File: src/rtl/cplx_acc_dump.sv
// cplx_acc_dump: captures completed complex accumulator windows, rounds and
// saturates them to OW bits, and queues the results in a small output FIFO.
// The sload strobe is delayed to line up with the accumulator's completed sum.
// The first capture after reset is skipped because no full window precedes it.
module cplx_acc_dump #(
  parameter int PW       = 40,
  parameter int OW       = 16,
  parameter int SHIFT    = 16,
  parameter int DUMP_DLY = 6,
  parameter int DEPTH    = 4
) (
  input  logic                 clk,
  input  logic                 rst_n,
  input  logic                 sload,
  input  logic signed [PW-1:0] pr,
  input  logic signed [PW-1:0] pi,
  output logic signed [OW-1:0] out_re,
  output logic signed [OW-1:0] out_im,
  output logic                 out_sat,
  output logic                 out_valid,
  input  logic                 out_ready,
  output logic                 ovf,
  input  logic                 ovf_clr
);

  localparam int AW = $clog2(DEPTH);
  localparam int EW = 2*OW + 1;
  localparam logic signed [PW:0] RND  = (PW+1)'(1) << (SHIFT-1);
  localparam logic signed [PW:0] MAXV = {{(PW+2-OW){1'b0}}, {(OW-1){1'b1}}};
  localparam logic signed [PW:0] MINV = ~MAXV;

  // Round half-up with one guard bit so the +half addition can never wrap,
  // then clamp to the OW-bit signed range; the MSB of the result flags a clamp.
  function automatic logic [OW:0] rnd_sat(input logic signed [PW-1:0] x);
    logic signed [PW:0] s;
    s = $signed({x[PW-1], x}) + RND;
    s = s >>> SHIFT;
    if (s > MAXV)
      rnd_sat = {1'b1, MAXV[OW-1:0]};
    else if (s < MINV)
      rnd_sat = {1'b1, MINV[OW-1:0]};
    else
      rnd_sat = {1'b0, s[OW-1:0]};
  endfunction

  logic [DUMP_DLY-1:0] r_sload_dly;
  logic                r_primed;
  logic                r_rnd_vld;
  logic [EW-1:0]       r_rnd_data;
  logic [EW-1:0]       r_mem [DEPTH];
  logic [AW:0]         r_wp;
  logic [AW:0]         r_rp;
  logic                r_ovf;

  logic          w_cap;
  logic          w_cap_ok;
  logic [OW:0]   w_re_rs;
  logic [OW:0]   w_im_rs;
  logic          w_empty;
  logic          w_full;
  logic          w_pop;
  logic          w_push;
  logic          w_drop;
  logic [EW-1:0] w_head;

  assign w_cap    = r_sload_dly[DUMP_DLY-1];
  assign w_cap_ok = w_cap & r_primed;
  assign w_re_rs  = rnd_sat(pr);
  assign w_im_rs  = rnd_sat(pi);

  // sload delay line and primed flag; the first delayed strobe only arms capture
  always_ff @(posedge clk or negedge rst_n) begin
    if (!rst_n) begin
      r_sload_dly <= '0;
      r_primed    <= 1'b0;
    end else begin
      r_sload_dly <= (r_sload_dly << 1) | DUMP_DLY'(sload);
      if (w_cap)
        r_primed <= 1'b1;
    end
  end

  // Rounding/saturation register stage, loaded on each accepted capture
  always_ff @(posedge clk or negedge rst_n) begin
    if (!rst_n) begin
      r_rnd_vld  <= 1'b0;
      r_rnd_data <= '0;
    end else begin
      r_rnd_vld <= w_cap_ok;
      if (w_cap_ok)
        r_rnd_data <= {w_re_rs[OW] | w_im_rs[OW], w_re_rs[OW-1:0], w_im_rs[OW-1:0]};
    end
  end

  // Pointers carry an extra wrap bit so full and empty are distinguishable
  assign w_empty = (r_wp == r_rp);
  assign w_full  = (r_wp[AW] != r_rp[AW]) && (r_wp[AW-1:0] == r_rp[AW-1:0]);
  assign w_pop   = ~w_empty & out_ready;
  assign w_push  = r_rnd_vld & (~w_full | w_pop);
  assign w_drop  = r_rnd_vld & w_full & ~w_pop;
  assign w_head  = r_mem[r_rp[AW-1:0]];

  // FIFO storage; a push into a full FIFO with a pop reuses the slot being read
  always_ff @(posedge clk) begin
    if (w_push)
      r_mem[r_wp[AW-1:0]] <= r_rnd_data;
  end

  // FIFO pointers and sticky overflow flag (a new drop beats a clear)
  always_ff @(posedge clk or negedge rst_n) begin
    if (!rst_n) begin
      r_wp  <= '0;
      r_rp  <= '0;
      r_ovf <= 1'b0;
    end else begin
      if (w_push)
        r_wp <= r_wp + 1'b1;
      if (w_pop)
        r_rp <= r_rp + 1'b1;
      if (w_drop)
        r_ovf <= 1'b1;
      else if (ovf_clr)
        r_ovf <= 1'b0;
    end
  end

  assign out_valid = ~w_empty;
  assign out_sat   = out_valid & w_head[EW-1];
  assign out_re    = out_valid ? w_head[2*OW-1:OW] : '0;
  assign out_im    = out_valid ? w_head[OW-1:0] : '0;
  assign ovf       = r_ovf;

endmodule
File: config.mk
export PLATFORM = sky130hd
export DESIGN_NAME = cplx_acc_dump
export DESIGN_NICKNAME = d
export VERILOG_FILES = /design/src/rtl/cplx_acc_dump.sv
export SDC_FILE = /design/constraint.sdc
export NUM_CORES = 1
export LEC_CHECK = 0
export CAP_MARGIN = 20
export CORE_ASPECT_RATIO = 0.8
export CORE_MARGIN = 4
export CORE_UTILIZATION = 54
export DETAILED_ROUTE_END_ITERATION = 7
export PLACE_DENSITY = 0.88
export SYNTH_ARGS = -nofsm -noshare
export SYNTH_HDL_FRONTEND = slang
export SYNTH_SLANG_ARGS = --single-unit
File: constraint.sdc
create_clock -name clk -period 3.4 [get_ports clk]
set_input_delay 1.02 -clock clk [delete_from_list [all_inputs] [get_ports clk]]
set_output_delay 1.02 -clock clk [all_outputs]
set_load 0.02 [all_outputs]
# == Yosys cells after proc, flatten, opt, wreduce, memory -nomap -nowiden ==
# Memory sizes are Yosys's and may differ from the RTL's.
# Cells that the tools add are included.
# totals
wordCells,43
memories,1
out_inout_bits,35
ramBits,132
regBits,48
in_bits,85
# classes
n_mux,10
add_sub_neg,4
n_bitwise,12
order_cmp,4
n_reduce_logical,2
eq_ne,3
# memory_table
memory,depth,word_bits,rd,rd_clocked_by_memory_dff,write_ports,line,source
r_mem,4,33,1,0,1,50,logic [EW-1:0] r_mem [DEPTH];
# op_table
op,n
40-bit by 17-bit adder with 41-bit output (second input constant),2
17-bit two-way mux,4
25-bit by 16-bit greater-than comparator with 1-bit output (second input constant),2
25-bit by 16-bit < comparator with 1-bit output (second input constant),2
16-bit two-way mux,2
3-bit by 1-bit adder with 3-bit output (second input constant),2
1-bit AND,6
6-bit by 1-bit bitwise OR with 6-bit output,1
1-bit two-way mux,4
3-bit == test,1
1-bit inverter,3
2-bit == test,1
1-bit bitwise OR,2
2-bit nonzero test,1
1-bit logical AND,1
1-bit != test,1

# == Longest topological paths before layout ==
# Gate-level depths: netlist of run 1.
# logic_depth
word_depth,7
ltp_mapped,10
ltp_nobuf,8

# == Worst setup path after synthesis of run 1 ==
# OpenSTA, ideal clock, no wires.
# synth_path
path_kind,input to register
from,input port pi[15]
to,register r_rnd_data[32]
path_stages,9
required_time_ns,3.274
slack_ns,0.142
t_arrival_ns,3.132
setup_time_ns,0.126
path_buffers,1
path_cell_list,ha_1 > nand2_1 > or4_1 > buf_2 > or3_4 > xor2_1 > a2111oi_4 > nor2_1 > o32a_1
# synth_via
elab_chain_len,5
elab_cells_between_ends,6
cone_classes,1 x add/sub; 2 x order compare; 2 x mux; 1 x bitwise
# synth_lines
element,line,source
"start, declared",16,"input logic signed [PW-1:0] pi,"
40-bit by 17-bit adder with 41-bit output *,36,"s = $signed({x[PW-1], x}) + RND;"
25-bit by 16-bit < comparator with 1-bit output,40,else if (s < MINV)
17-bit two-way mux,40,
17-bit two-way mux *,38,if (s > MAXV)
1-bit bitwise OR *,91,"r_rnd_data <= {w_re_rs[OW] | w_im_rs[OW], w_re_rs[OW-1:0], w_im_rs[OW-1:0]};"
"end signal, assigned",91,
"end, declared",49,logic [EW-1:0] r_rnd_data;
# Every way passes the cells marked *; elsewhere a longest branch is shown, timed or not.
# A chain may end at the register's enable or synchronous reset.

# == Worst setup path in the final report of run 1 ==
# layout_path
from,input port pi[16]
to,register r_rnd_data[6]
# layout_via
elab_chain_len,4
elab_cells_between_ends,5
cone_classes,1 x add/sub; 2 x order compare; 2 x mux
# layout_lines
element,line
40-bit by 17-bit adder with 41-bit output *,36
25-bit by 16-bit < comparator with 1-bit output,40
17-bit two-way mux,40
17-bit two-way mux *,38
# Marks and branches as above.

==> summary.md, run 1 <==
| Metric | Value |
|---|---|
| Nets@finish | `854` |
| Beginning of the critical path | `pi[16]` |
| Static Leak | `0.004016 µW` |
| Die Y | `roughly 120 µm` |
| Htree depth | `4` |
| Final ANT Viol Nets | `0` |
| Worst-skew pair later-pin latency | `around 0.44 ns` |
| DRC viols | `0` |
| Share of the synthesized area in the top cell type | `0.4849` |
| Maximum vdd ir drop | `approximately 0.42 mV` |
| Slew Limit Fails | `0` |
| Clock Path Buffers | `2` |
| Fillers | `844` |
| Register bit total from synthesis | `180` |
| Root Buffer Master | `clkbuf_16` |
| Final Cycle Share | `0.9891` |
| Final setup violation count | `0` |
| Pre-CTS setup slack | `-0.4790 ns` |
| Max cap viols | `0` |
| Wirelength, routed | `20.95 mm` |
| Tot GR Track Use | `0.2468` |
| Worst Tran Pin Value | `a little under 0.7 ns` |
| Top-count cell post-synth | `edfxtp_1` |
| FF-to-FF setup slack | `1.27 ns` |
| Slew headroom | `0.5451` |
| Syn_area_per_cell | `14.24 µm²` |
| Vias | `approximately 5.8k` |
| Post-synthesis cell type count | `58` |
| 1st-pass router iterations | `5` |
| Status | `completed` |
| Synth area leader | `edfxtp_1` |
| # diodes | `0` |
| Placer Congestion | `0.8800` |
| First-iteration detailed-routing DRC count | `483` |
| Crit path launch type | `input port` |
| Initial antenna violation count | `0` |
| Clock skew | `0.01293 ns` |
| First-pass GRT wire length | `~33 mm` |
| Hold_ws | `0.3556 ns` |
| Die X | `145.6 µm` |
| DP Wirelength | `between 10 and 15 mm` |
| Layout cells sized above 1 | `0.2581` |
| Initial Util | `0.5621` |
| Max FO, Critical Path | `7` |
| Drt via density | `6.001` |
| Post-Synthesis Cell Area | `0.008174 mm²` |
| Vias in the first global route | `5,929` |
| Ys async rst share | `0.2667` |
| CTS Buf Count | `17` |
| Post-synth EDFFs | `132` |
| Area delta synth->final | `32.56%` |
| WL/cell | `21.84 µm` |
| Leading post-synthesis cells by cell area | `edfxtp_1, dfrtp_1, mux4_2` |
| Final Power | `8337 µW` |
| # hold bufs at CTS | `0` |
| Reg-to-Reg Start | `r_rp[0]` |
| Total congestion overflow | `0` |
| Final Core Density | `0.7451` |
| Clock Sinks | `180` |
| Min Clock Period, post-route | `3.363 ns` |
| Post-synth top flop | `edfxtp_1` |
| IO Pins | `120` |
| WS Path Type | `in -> reg` |
| Seq/Total Area, Yosys | `0.6319` |
| Final hold vios | `0` |
| PortBufs | `89` |
| Top cells by count, synth | `edfxtp_1, dfrtp_1, nor2_1, nor2b_1, mux4_2` |
| Synthesized instance count | `574` |
| CTS tree | `built` |
| Worst-path clk slew | `0.08 ns` |
| Max Fclk | `just under 300 MHz` |
| Synthesis Warnings | `0` |
| Pwr Density | `769.4 mW/mm²` |
| Largest net degree at the start of global routing | `49` |
| Syn Nets | `666` |
| Arrival time at the worst endpoint | `between 3 and 4 ns` |
| HP Start | `r_sload_dly[4]` |
| Die area | `between 0.015 and 0.02 mm²` |
| Setup crit end kind | `register` |
| Hold WC Path Type | `reg -> reg` |
| Critical path required time | `3.77 ns` |
| Row cnt | `39` |
| Core region area | `0.01454 mm²` |
| Final worst slack | `roughly 0.037 ns` |
==> state kept, by name, indices dropped and copies added (netlist names) <==
name / count
ovf: 1
r_mem: 132
r_primed: 1
r_rnd_data: 33
r_rnd_vld: 1
r_rp: 3
r_sload_dly: 6
r_wp: 3
==> metal layers <==
metal	routed length [µm]	part of all wire	GRT usage
met5	0	0	0
met4	488	0.023	0.09134
met3	1342	0.064	0.05004
met2	10890	0.52	0.4219
met1	8223	0.39	0.3141
==> logic make-up after synthesis <==
group / synth area share
compound gates: 0.06842
xor+xnor: 0.04179
flops: 0.6319
mux: 0.09873
buf+inv: 0.01852
simple gates: 0.1300
fa+ha+maj: 0.01071
==> critical path, cell delays in order <==
cell,delay (ns)
clkdlybuf4s50_1,0.49
ha_2,0.20
nand2_2,0.08
or4b_4,0.48
a211oi_2,0.28
o2111ai_2,0.18
a2111oi_4,0.45
buf_4,0.24
o21ai_0,0.11
a21oi_1,0.17
==> worst paths after layout <==
path	end	depth (start not counted)
worst max-delay path	r_rnd_data[6]	10
worst min-delay path	r_sload_dly[5]	0
worst max register to register	r_mem[0][20]	7
worst min register to register	r_sload_dly[5]	0
max in group asynchronous	r_rp[0]	2
min in group asynchronous	r_rnd_data[19]	2
==> where the power goes <==
| group | switching [µW] | internal, µW | total (µW) | leakage [µW] |
|---|---|---|---|---|
| clock | 952 | 1130 | 2090 | 0.000305 |
| sequential | 194 | 2830 | 3020 | 0.00170 |
| combinational | 1750 | 1480 | 3230 | 0.00201 |
| total | 2900 | 5440 | 8340 | 0.00402 |
==> timing repair <==
item / 4_1_cts / 5_1_grt
gates resized for setup: 26 / 30
setup endpoints to repair: 34 / 38
pin swaps: 1 / 5
buffers inserted: 2 / 2
cloned: 1 / 1
==> metrics by stage <==
stage | area (µm²) | cells | TNS [ns]
floorplan | 8174 | 574 | 0
global placement | 10020 | 921 | -10.33
detailed placement | 10020 | 921 | -12.18
CTS | 10700 | 956 | 0
global route | 10840 | 959 | -0.01595
finish | 10840 | 959 | 0
==> area by class of cell <==
cell class,count,area [µm²],area share
tap,184,230.2,0.02125
timing repair buffer,194,1794,0.1656
multi-input combinational,357,2953,0.2725
clock inverter,15,221.5,0.02044
sequential,180,5166,0.4768
inverter,12,45.04,0.004157
clock buffer,17,425.4,0.03926
==> placed cells by master (no fill, tap or decap), types with 4 or more instances in the layout <==
master,n
clkbuf_16,17
dlygate4sd2_1,22
and3_1,9
buf_12,6
nand2_1,19
edfxtp_1,132
a21oi_1,22
inv_1,12
xor2_1,13
buf_4,95
o21ai_0,21
nand3_1,22
xnor2_1,26
dlymetal6s2s_1,13
clkdlybuf4s50_1,53
and4_1,9
nor2_2,4
clkinv_8,6
nor2b_1,36
mux4_2,33
nor2_1,42
nand4_1,12
o22a_1,15
nor3_1,7
nor4_1,4
dfrtp_1,47
ha_1,6
Note: power is estimated with default switching activity, not from simulation.
==> run 2: changes to the inputs <==
Settings changed: CTS_CLUSTER_DIAMETER from default to 200, PLACE_DENSITY 0.88 to default, PLACE_DENSITY_LB_ADDON from default to 0.25, SLEW_MARGIN from default to 20.
==> run 2 against run 1 <==
Total power fell by 3.9%. Maximum frequency rose by 0.41%. Count of clock-buffer cells in the layout did not move. Non-clock buffer count fell by 3. Clock power fell by 11%. Cell count fell by 0.31%. Sequential power barely moved. Largest cell class unchanged. Largest power group unchanged.
==> summary.md, run 2 (synthesis gave the netlist of run 1 again) <==
| Metric | Value |
|---|---|
| PortBufs | `89` |
| Final setup violation count | `0` |
| Min Clock Period, post-route | `approximately 3.3 ns` |
| # diodes | `0` |
| Die Y | `118.0 µm` |
| Max FO, Critical Path | `11` |
| # hold bufs at CTS | `0` |
| Critical Path, Cell by Cell | `buf_4 -> mux4_2 -> nor2b_1 -> clkdlybuf4s50_1` |
| Initial antenna violation count | `0` |
| Final ANT Viol Nets | `0` |
| Hold Path Stages | `0` |
| Drt via density | `5.848` |
| Clock Sinks | `180` |
| Area taken by multi-input logic gates | `around 0.0029 mm²` |
| Root Buffer Master | `clkbuf_16` |
| Htree depth | `4` |
| Max Fclk | `298.6 MHz` |
| Core region area | `around 0.015 mm²` |
| FF+latch area | `approximately 0.0052 mm²` |
| IO Pins | `between 100 and 150` |
| Initial Util | `0.5621` |
| Vias | `roughly 5.6k` |
| Nets@finish | `851` |
| DP Area | `0.01005 mm²` |
| Die area | `approximately 0.017 mm²` |
| Worst-skew pair later-pin latency | `between 0.4 and 0.5 ns` |
| Final hold vios | `0` |
| First-iteration detailed-routing DRC count | `329` |
| Most frequent cells in the layout | `edfxtp_1, buf_4, clkdlybuf4s50_1, dfrtp_1, nor2_1` |
| Final Cycle Share | `0.9851` |
| Wirelength, routed | `between 15 and 20 mm` |
| CP max-delay cell | `mux4_2` |
| Setup crit end kind | `primary output` |
| Static Leak | `about 0.004 µW` |
| Max cap viols | `0` |
| Clock Path Buffers | `2` |
| Pwr Density | `747.6 mW/mm²` |
| RSZ-0062 raised after global routing | `true` |
| Placer Congestion | `0.9071` |
| Clock skew | `0.01253 ns` |
| Status | `completed` |
| Row cnt | `39` |
| Slew headroom | `0.6024` |
| Worst Tran Pin Value | `0.5964 ns` |
| Worst-path clk slew | `around 0.070 ns` |
| WS Path Type | `reg -> out` |
| Arrival time at the worst endpoint | `around 2.3 ns` |
| Vias in the first global route | `around 5.7k` |
| Maximum vdd ir drop | `0.6947 mV` |
| Layout cells sized above 1 | `0.2513` |
| DP Wirelength | `12.52 mm` |
| CTS Buf Count | `17` |
| Design area | `0.01072 mm²` |
| R2R depth | `8` |
| Hold_ws | `0.3436 ns` |
| 1st-pass router iterations | `5` |
| Area delta synth->final | `31.13%` |
| Max FFs per register | `132` |
| Crit path launch type | `register` |
| Slowest cell delay on critical path | `approximately 0.55 ns` |
| Slew Limit Fails | `0` |
| Tot GR Track Use | `0.2231` |
| First-pass GRT wire length | `30.03 mm` |
| Die X | `145.6 µm` |
| Fillers | `921` |
| Most common cell after layout, fill and taps aside | `edfxtp_1` |
| DRC viols | `0` |
| Total congestion overflow | `0` |
| Critical path required time | `around 2.4 ns` |
| Hold WC Path Type | `reg -> reg` |
| WL/cell | `between 15 and 20 µm` |
| Largest net degree at the start of global routing | `36` |
| CTS tree | `built` |
run 2: changes by cell type in the layout (fill, tap and decap cells not counted), moves of 3 or more:
| cell | change |
|---|---|
| dlymetal6s2s_1 | +6 |
| clkinv_8 | -4 |
| buf_4 | -4 |
| inv_8 | +3 |
| dlygate4sd2_1 | -5 |
run 2: routing by layer:
metal / track usage / wire (µm) / vias up
met4: 0.05397 / 218 / 0
met3: 0.05966 / 977 / 21
met2: 0.3624 / 9084 / 177
met1: 0.3040 / 8235 / 2808
li1: - / - / 2585
met5: 0 / 0 / -
run 2: stage by stage:
stage	TNS, ns	instances	utilization	setup slack, ns	total power (µW)
3_5_place_dp	-10.63	922	0.6914	-0.4015	6369
5_1_grt	-0.1539	956	0.7371	-0.04586	8411
2_1_floorplan	0	574	-	0.1415	4836
6_report	0	956	0.7371	0.05073	8013
3_3_place_gp	-9.571	922	0.6914	-0.3500	6285
4_1_cts	0	956	0.7315	0.001990	8121
run 2: where the power goes:
| part | switching, µW | internal (µW) | total [µW] | leakage (µW) |
|---|---|---|---|---|
| sequential | 162 | 2820 | 2990 | 0.00170 |
| combinational | 1690 | 1470 | 3160 | 0.00203 |
| clock | 903 | 969 | 1870 | 0.000270 |
run 2: path summary, 6_finish.rpt:
path                                start              to  slack [ns]
max reg2reg                       r_rp[0]         r_wp[2]        1.32
min                        r_sload_dly[1]  r_sload_dly[2]        0.34
min reg2reg                r_sload_dly[1]  r_sload_dly[2]        0.34
max                               r_rp[0]       out_im[7]        0.05
min in group asynchronous           rst_n  r_rnd_data[16]        0.59
max in group asynchronous           rst_n   r_rnd_data[2]        2.24
run 2: critical path, delay by kind of cell (launching register included):
family,cells,cell delay (ns)
buf+inv,2,0.79
simple gates,1,0.15
mux,1,0.55
flops,1,0.41
run 2: cell type report:
type / count / area share
sequential: 180 / 0.4820
timing repair buffer: 191 / 0.1667
clock inverter: 15 / 0.01366
inverter: 12 / 0.004202
multi-input combinational: 357 / 0.2723
clock buffer: 17 / 0.03969
tap: 184 / 0.02148
run 2: timing repair:
| action | 4_1_cts | 5_1_grt |
|---|---|---|
| pin swaps | 1 | 6 |
| resized for setup | 21 | 30 |
| setup endpoints to repair | 34 | 48 |
| gates cloned | 1 | 0 |
| buffers inserted | 1 | 0 |
==> run 3: changes to the inputs <==
Settings changed: CORE_MARGIN 4 to 2, CTS_CLUSTER_SIZE from default to 16.
==> run 3 against run 2 <==
Register-to-register slack better by 0.06 ns. Non-clock buffer count up 5. Wire length up 2.0%. Critical path depth up 7. First-iteration DRC count up 27%. Sequential share of layout area down 0.34 points. Total power up 3.1%. Combinational power up 3%. Hold slack better by 0.011 ns. Count of clock-buffer cells in the layout unchanged. Clock skew up 0.0032 ns. Die area down 6.0%. Critical path type is now in -> reg. Largest cell class unchanged. Largest power group unchanged.
==> summary.md, run 3 (synthesis gave the netlist of run 1 again) <==
| Metric | Value |
|---|---|
| Worst-skew pair later-pin latency | `0.44 ns` |
| 1st-pass router iterations | `4` |
| Setup crit end kind | `register` |
| Total congestion overflow | `0` |
| PortBufs | `89` |
| Max Used Layer | `met4` |
| Nets@finish | `856` |
| Die X | `~140 µm` |
| Most frequent cells in the layout | `edfxtp_1, buf_4, clkdlybuf4s50_1, dfrtp_1, nor2_1` |
| Initial antenna violation count | `1` |
| WS Path Type | `in -> reg` |
| Wirelength, routed | `18.89 mm` |
| # hold bufs at CTS | `0` |
| Die Y | `114.0 µm` |
| Worst-path clk slew | `~0.070 ns` |
| DRC viols | `0` |
| Vias in the first global route | `5,496` |
| Worst Tran Pin Value | `0.6718 ns` |
| Drt via density | `around 5.8` |
| Pwr Density | `roughly 770 mW/mm²` |
| Die area | `0.01614 mm²` |
| Final ANT Viol Nets | `0` |
| CTS tree | `built` |
| Worst path bufs/invs | `3` |
| M1 WL | `8.485 mm` |
| Maximum vdd ir drop | `0.6313 mV` |
| Final worst slack | `0.04574 ns` |
| Area delta synth->final | `32.07%` |
| Crit path launch type | `input port` |
| Final setup violation count | `0` |
| Status | `completed` |
| Clock skew | `0.01570 ns` |
| Final Cycle Share | `0.9865` |
| Hold WC Path Type | `reg -> reg` |
| Slew headroom | `0.5521` |
| WL/cell | `19.54 µm` |
| Crit-path leading delay family | `compound AO/OA/AOI/OAI gates` |
| Min Clock Period, post-route | `around 3.4 ns` |
| Reg-to-Reg Start | `r_rp[0]` |
| Fillers | `955` |
| Max Fclk | `298.1 MHz` |
| Root Buffer Master | `clkbuf_16` |
| Row cnt | `40` |
| Layout cells sized above 1 | `0.2548` |
| Critical Path, Cell by Cell | `clkdlybuf4s50_1 -> ha_1 -> nand2_1 -> or4b_2 -> a211oi_2 -> o2111ai_2 -> a2111oi_4 -> buf_4 -> buf_2 -> o21ai_0 -> a21oi_1` |
| Hold Path Stages | `0` |
| DP Wirelength | `12.59 mm` |
| Placer Congestion | `approximately 0.89` |
| Max cap viols | `0` |
| HP Start | `r_sload_dly[0]` |
| Final hold vios | `0` |
| Clock Sinks | `180` |
| Met3 wire length | `993 µm` |
| Core region area | `~0.015 mm²` |
| Tot GR Track Use | `0.2424` |
| R2R depth | `6` |
| Most common cell after layout, fill and taps aside | `edfxtp_1` |
| Initial Util | `0.5481` |
| IO Pins | `120` |
| First-pass GRT wire length | `approximately 30 mm` |
| Vias | `5,638` |
| CTS Buf Count | `17` |
| Max FO, Critical Path | `5` |
| Static Leak | `0.004004 µW` |
| Pre-CTS setup slack | `-0.5527 ns` |
| Max FFs per register | `132` |
| Arrival time at the worst endpoint | `3.71 ns` |
| Clock Path Buffers | `2` |
| Largest net degree at the start of global routing | `49` |
| CP max-delay cell | `or4b_2` |
| Critical path required time | `3.76 ns` |
| Final Core Density | `0.7238` |
| Slowest cell delay on critical path | `0.65 ns` |
| First-iteration detailed-routing DRC count | `417` |
| WP depth | `11` |
| Beginning of the critical path | `pi[15]` |
| Final Power | `8262 µW` |
| Htree depth | `4` |
| DR WL met2 | `9.232 mm` |
| Slew Limit Fails | `0` |
-- run 3: area by class of cell --
| class | count | area (µm²) | area share |
|---|---|---|---|
| antenna | 1 | 2.502 | 0.0002318 |
| clock buffer | 17 | 425.4 | 0.03941 |
| clock inverter | 15 | 187.7 | 0.01739 |
| inverter | 12 | 45.04 | 0.004172 |
| multi-input combinational | 357 | 2919 | 0.2704 |
| sequential | 180 | 5166 | 0.4786 |
| tap | 189 | 236.5 | 0.02191 |
| timing repair buffer | 196 | 1813 | 0.1679 |
-- run 3: worst register-to-register path, cell delays in order (launching register included) --
cell      delay, ns
dfrtp_2        0.48
xnor2_1        0.23
nand2_1        0.07
nor3_1         0.24
nand2b_1       0.36
nor2_2         0.07
buf_4          0.27
-- run 3: what timing repair did --
item / in CTS / in global routing
endpoints found under the setup margin: 21 / 60
gates resized for setup: 7 / 30
pin swaps: 0 / 1
setup buffers: 0 / 2
cloned: 0 / 2
-- run 3: metal layers --
| metal | vias up | global-route usage |
|---|---|---|
| met3 | 13 | 0.05709 |
| met1 | 2856 | 0.3477 |
| met2 | 183 | 0.3816 |
| li1 | 2586 | - |
| met5 | - | 0 |
| met4 | 0 | 0.06200 |
-- run 3: power by group --
part / switching, µW / total, µW / internal [µW]
combinational: 1700 / 3270 / 1570
sequential: 180 / 3010 / 2830
clock: 869 / 1980 / 1110
total: 2750 / 8260 / 5510
-- run 3: path summary, 6_finish.rpt --
check,to,slack (ns)
worst max-delay path,r_rnd_data[8],0.05
worst min-delay path,r_sload_dly[1],0.35
worst max register to register,r_mem[2][32],1.38
worst min register to register,r_sload_dly[1],0.35
max in group asynchronous,r_rp[0],2.24
min in group asynchronous,r_rp[2],0.70
-- run 3: through the flow --
stage               instances  instance area, µm²  TNS, ns  hold slack [ns]
finish                    967               10800        0           0.3544
global route              966               10790  -0.6654           0.3572
CTS                       962               10650        0           0.3563
detailed placement        930               10030   -13.60           0.3413
global placement          930               10030   -10.27           0.3320
floorplan                 574                8174        0           0.3312
